$ cat config.mk
export PLATFORM = sky130hd
export DESIGN_NAME = d_write_buffer
export DESIGN_NICKNAME = d
export VERILOG_FILES = /design/src/rtl/d_write_buffer.sv
export SDC_FILE = /design/constraint.sdc
export NUM_CORES = 1
export LEC_CHECK = 0
export BUFFER_PORTS_ARGS = -buffer_cell sky130_fd_sc_hd__buf_2
export CAP_MARGIN = 20
export CORE_MARGIN = 2
export CORE_UTILIZATION = 47
export DETAILED_ROUTE_END_ITERATION = 16
export PLACE_DENSITY_LB_ADDON = 0.25
export SLEW_MARGIN = 10
export SYNTH_ARGS = -nofsm -noshare
export SYNTH_HDL_FRONTEND = slang
export SYNTH_SLANG_ARGS = --single-unit
$ cat constraint.sdc
create_clock -name clk -period 7.3 [get_ports clk]
set_input_delay 2.19 -clock clk [delete_from_list [all_inputs] [get_ports clk]]
set_output_delay 2.19 -clock clk [all_outputs]
set_load 0.005 [all_outputs]
$ cat src/rtl/d_write_buffer.sv
// Posted write buffer between the data cache and memory: a small FIFO of
// stores drained one beat at a time. Define WB_FORWARD_EN for load forwarding.
module d_write_buffer #(
    parameter int A_WIDTH   = 32,
    parameter int DEPTH_LOG = 2
) (
    input  logic               clk,
    input  logic               rst,
    input  logic [A_WIDTH-1:0] c_a,
    input  logic [31:0]        c_din,
    output logic [31:0]        c_dout,
    input  logic               c_strobe,
    input  logic               c_rw,
    output logic               c_ready,
    output logic [A_WIDTH-1:0] m_a,
    output logic [31:0]        m_din,
    input  logic [31:0]        m_dout,
    output logic               m_strobe,
    output logic               m_rw,
    input  logic               m_ready,
    output logic               wb_empty,
    output logic               wb_full
);
    localparam int DEPTH = 1 << DEPTH_LOG;
    localparam logic [DEPTH_LOG:0] FULL_CNT = (DEPTH_LOG + 1)'(DEPTH);

    typedef enum logic [1:0] {ST_IDLE, ST_WRITE, ST_READ} state_t;
    state_t state, state_next;

    logic [A_WIDTH-1:0]   addr_q [DEPTH];
    logic [31:0]          data_q [DEPTH];
    logic [DEPTH_LOG-1:0] head, tail;
    logic [DEPTH_LOG:0]   count;
    logic [A_WIDTH-1:0]   rd_addr;

    logic        full, empty;
    logic        push, pop, rd_start;
    logic        fwd_hit;
    logic [31:0] fwd_data;

    assign full     = (count == FULL_CNT);
    assign empty    = (count == '0);
    assign wb_empty = rst | empty;
    assign wb_full  = ~rst & full;

`ifdef WB_FORWARD_EN
    // Scan oldest to youngest so the last match wins.
    always_comb begin
        fwd_hit  = 1'b0;
        fwd_data = '0;
        for (int unsigned i = 0; i < DEPTH; i++) begin
            if (((DEPTH_LOG + 1)'(i) < count) &&
                (addr_q[head + DEPTH_LOG'(i)][A_WIDTH-1:2] == c_a[A_WIDTH-1:2])) begin
                fwd_hit  = 1'b1;
                fwd_data = data_q[head + DEPTH_LOG'(i)];
            end
        end
    end
`else
    assign fwd_hit  = 1'b0;
    assign fwd_data = '0;
`endif

    always_comb begin
        state_next = state;
        m_strobe   = 1'b0;
        m_rw       = 1'b0;
        m_a        = '0;
        m_din      = '0;
        c_ready    = 1'b0;
        c_dout     = '0;
        push       = 1'b0;
        pop        = 1'b0;
        rd_start   = 1'b0;
        if (!rst) begin
            // Full is judged on the registered count, so a same-cycle pop does not free a slot.
            if (c_strobe && c_rw && !full) begin
                c_ready = 1'b1;
                push    = 1'b1;
            end
            if (c_strobe && !c_rw && fwd_hit) begin
                c_ready = 1'b1;
                c_dout  = fwd_data;
            end
            unique case (state)
                ST_IDLE: begin
                    if (!empty) begin
                        state_next = ST_WRITE;
                    end else if (c_strobe && !c_rw && !fwd_hit) begin
                        state_next = ST_READ;
                        rd_start   = 1'b1;
                    end
                end
                ST_WRITE: begin
                    m_strobe = 1'b1;
                    m_rw     = 1'b1;
                    m_a      = addr_q[head];
                    m_din    = data_q[head];
                    if (m_ready) begin
                        pop        = 1'b1;
                        state_next = ST_IDLE;
                    end
                end
                ST_READ: begin
                    m_strobe = 1'b1;
                    m_a      = rd_addr;
                    if (m_ready) begin
                        state_next = ST_IDLE;
                        if (c_strobe && !c_rw) begin
                            c_ready = 1'b1;
                            c_dout  = m_dout;
                        end
                    end
                end
                default: state_next = ST_IDLE;
            endcase
        end
    end

    always_ff @(posedge clk) begin
        if (rst) begin
            state   <= ST_IDLE;
            head    <= '0;
            tail    <= '0;
            count   <= '0;
            rd_addr <= '0;
        end else begin
            state <= state_next;
            if (rd_start) rd_addr <= c_a;
            if (push) tail <= tail + DEPTH_LOG'(1);
            if (pop)  head <= head + DEPTH_LOG'(1);
            case ({push, pop})
                2'b10:   count <= count + (DEPTH_LOG + 1)'(1);
                2'b01:   count <= count - (DEPTH_LOG + 1)'(1);
                default: count <= count;
            endcase
        end
    end

    always_ff @(posedge clk) begin
        if (push) begin
            addr_q[tail] <= c_a;
            data_q[tail] <= c_din;
        end
    end

endmodule
==> results.md <==
- Reg clk slew, reported paths: 0.06 ns
- Post-CTS Setup Bufs: 0
- Met3 Wirelength: 1.37 mm
- Area of the mapped netlist: 12200 um^2
- Startpoint Class: input pin
- First-pass GRT wire length: 37.7 mm
- Worst Path Arrival: 3.84 ns
- Crit path from: rst
- Worst-path cell chain: buf_2, buf_4, nand4b_1, buf_4, o22ai_1, a21o_1, buf_2
- Sequential area share after synthesis: 69.9%
- MaxCap Viol Count: 0
- Vias per cell: 5.20
- DR iter-0 viols: 419
- Core Area: 25800 um^2
- Vias: 6714
- Initial Util: 47.4%
- Fraction of layout cells with a size suffix above 1: 31.5%
- Crit-path max cell delay: 0.41 ns
- Peak supply drop: 0.230 mV
- Hold Path Class: register to register
- Yosys top cell by area: edfxtp_1
- Warnings, synthesis: 0
- Slew headroom: 29.0%
- Die H: 165 um
- Clock sinks: 299
- CTS tree: built
- CP max-delay cell: buf_4
- Clock latency on the worst-skew pair: 0.55 ns
- Tcrit/Tclk final: 82.6%
- Pin count of the biggest net entering global routing: 65
- Final core utilization: 56.0%
- Hold buffers post-CTS: 0
- Status: finished clean
- Number of nets in the layout: 1042
- FP Rows: 59
- Reg2reg setup slack: 4.70 ns
- Layout area overhead: 18.2%
- Largest cells by area after synthesis: edfxtp_1 63%, mux2i_1 7.9%, dfxtp_1 7.0%, mux4_2 5.9%, and2_1 3.5%
- Per-cell routed wire length: 19.1 um
- Crit path time final: 6.03 ns
- Root buffer cell: clkbuf_16
- Final Hold Vio Count: 0
- Req. time, crit path: 5.11 ns
- Routed WL: 24.7 mm
- CTS Buf Count: 30
- CTS-repair resized insts: 0
- GRT Total Usage: 18.0%
- CP max FO: 32
- Slew Limit Fails: 0
- GP Congestion: 0.762
- Final ANT Viol Nets: 0
- Worst clock skew: 0.0180 ns
- Yosys cell types: 38
- Reg2reg start: state[1]
- Residual DRC: 0
- Maximum clock path buffer count: 3
- Remaining Overflow, GRT: 0
- Initial antenna violation count: 2
- Hold Crit Start: rd_addr[5]
- Power density cells: 250 nW/um^2
- Synth Instances: 734
- Met2 wire length: 11.9 mm
- CTS H-tree depth: 1
- Net Count, Synth: 844
- Vias in the first global route: 6802
- Met1 wire length: 10.9 mm
- Fmax: 166 MHz
- Die Area: 27300 um^2
- Post-synth top area share: 62.8%
- IO Port Bufs: 201
- DP Wirelength: 14.4 mm
- RSZ-0062 raised after global routing: no
- TritonRoute pass-1 iters: 4
- Syn avg cell area: 16.7 um^2
- Post-DP Area: 13500 um^2
- Ports: 202
- Design area: 14500 um^2
- P_leak: 0.00541 uW
- Die Wd: 165 um
- Tightest Pin Transition: 1.06 ns
- Final setup violation count: 0
- Synth Register Bits: 299
- Critical path class: input pin to output port
- Crit. End Element: output port
- Setup total negative slack: 0 ns
- Highest routed layer: met5
[flip-flops by register name, indices dropped and copies added, names as in the netlist, named ones only]
register	flops
addr_q	128
count	3
data_q	128
head	2
rd_addr	32
state	2
tail	2
[path summary, 6_finish.rpt]
path / to / cells past startpoint
max: m_a[0] / 7
min reg2reg: rd_addr[5] / 2
max reg2reg: count[2] / 11
min: rd_addr[5] / 2
[cell families (layout without fill, tap and decap cells)]
kind of cell	after synthesis	in the layout	share of synthesized area, %
buffers and inverters	53	274	2.61
flip-flops	299	299	69.9
AND/OR/NAND/NOR	168	168	8.43
multiplexers	130	130	13.9
AO/OA/AOI/OAI	71	71	3.92
other	0	1	0
XOR/XNOR	4	4	0.286
adder cells (fa/ha/maj)	9	9	0.982
[metal layers]
layer	vias up	track usage [%]
met5	-	0
met4	2	4.86
met3	39	3.55
met2	175	30.3
met1	3332	24.0
li1	3166	-
[stage by stage]
stage | cells | total power (uW) | hold WS, ns | worst slack [ns]
2_1_floorplan | 734 | 2040 | 0.449 | 2.09
3_3_place_gp | 1235 | 2110 | 0.460 | 1.38
3_5_place_dp | 1235 | 2120 | 0.466 | 1.29
4_1_cts | 1290 | 3650 | 0.478 | 1.26
5_1_grt | 1290 | 3740 | 0.500 | 1.18
6_report | 1291 | 3610 | 0.475 | 1.27
[cells in the mapped netlist, drive strengths merged]
cell,count
ha,8
nor3,2
nand3,1
and4b,1
fa,1
dfxtp,43
edfxtp,256
nand4bb,1
a31oi,1
nor2,10
o22ai,31
a21o,31
and3,1
nand2,5
buf,27
nand3b,2
and3b,1
inv,8
mux2,1
mux2i,97
mux4,32
or2,2
o21ai,1
a21oi,5
or3,1
nor2b,4
a211oi,1
o221ai,1
and2,69
clkbuf,18
nand4b,1
xor2,4
nand2b,67
[area by class of cell]
cell class | count | area, um^2
antenna | 1 | 2.50
clock buffer | 35 | 791
clock inverter | 20 | 198
fill | 2070 | 11400
inverter | 8 | 30.0
multi-input combinational | 382 | 3390
sequential | 299 | 8550
tap | 335 | 419
timing repair buffer | 211 | 1080
[worst max-delay path, delay by kind of cell]
family,cells,cell delay (ns)
and+or+nand+nor,1,0.14
AOI/OAI and AO/OA,2,0.38
buffers and inverters,4,1.10
[report_power, final]
group	internal (uW)	leakage, uW	total [uW]	switching (uW)
Combinational	81.3	0.00227	178	96.2
Sequential	1890	0.00266	1900	14.0
Clock	910	0.000484	1530	621
Total	2880	0.00541	3610	731
[cell usage in the layout, fill, tap and decap left out, types with 2 or more instances in the layout]
cell,synthesis,layout
or2_2,2,2
clkinvlp_4,0,2
clkbuf_1,17,4
mux4_2,32,32
nor2_1,10,10
and2_4,0,4
clkinv_1,0,6
mux2i_1,97,97
a21o_1,31,31
bufinv_16,0,4
edfxtp_1,256,256
clkbuf_16,0,31
buf_4,6,10
buf_2,14,201
ha_1,8,8
inv_1,8,8
o22ai_1,31,31
nand2b_1,67,67
nand3b_1,2,2
nand2_1,5,5
nor2b_1,4,3
dfxtp_1,43,41
and2_1,69,65
clkinv_2,0,8
xor2_1,4,4
a21oi_1,5,5
No activity file was read; power rests on OpenSTA's default activity.
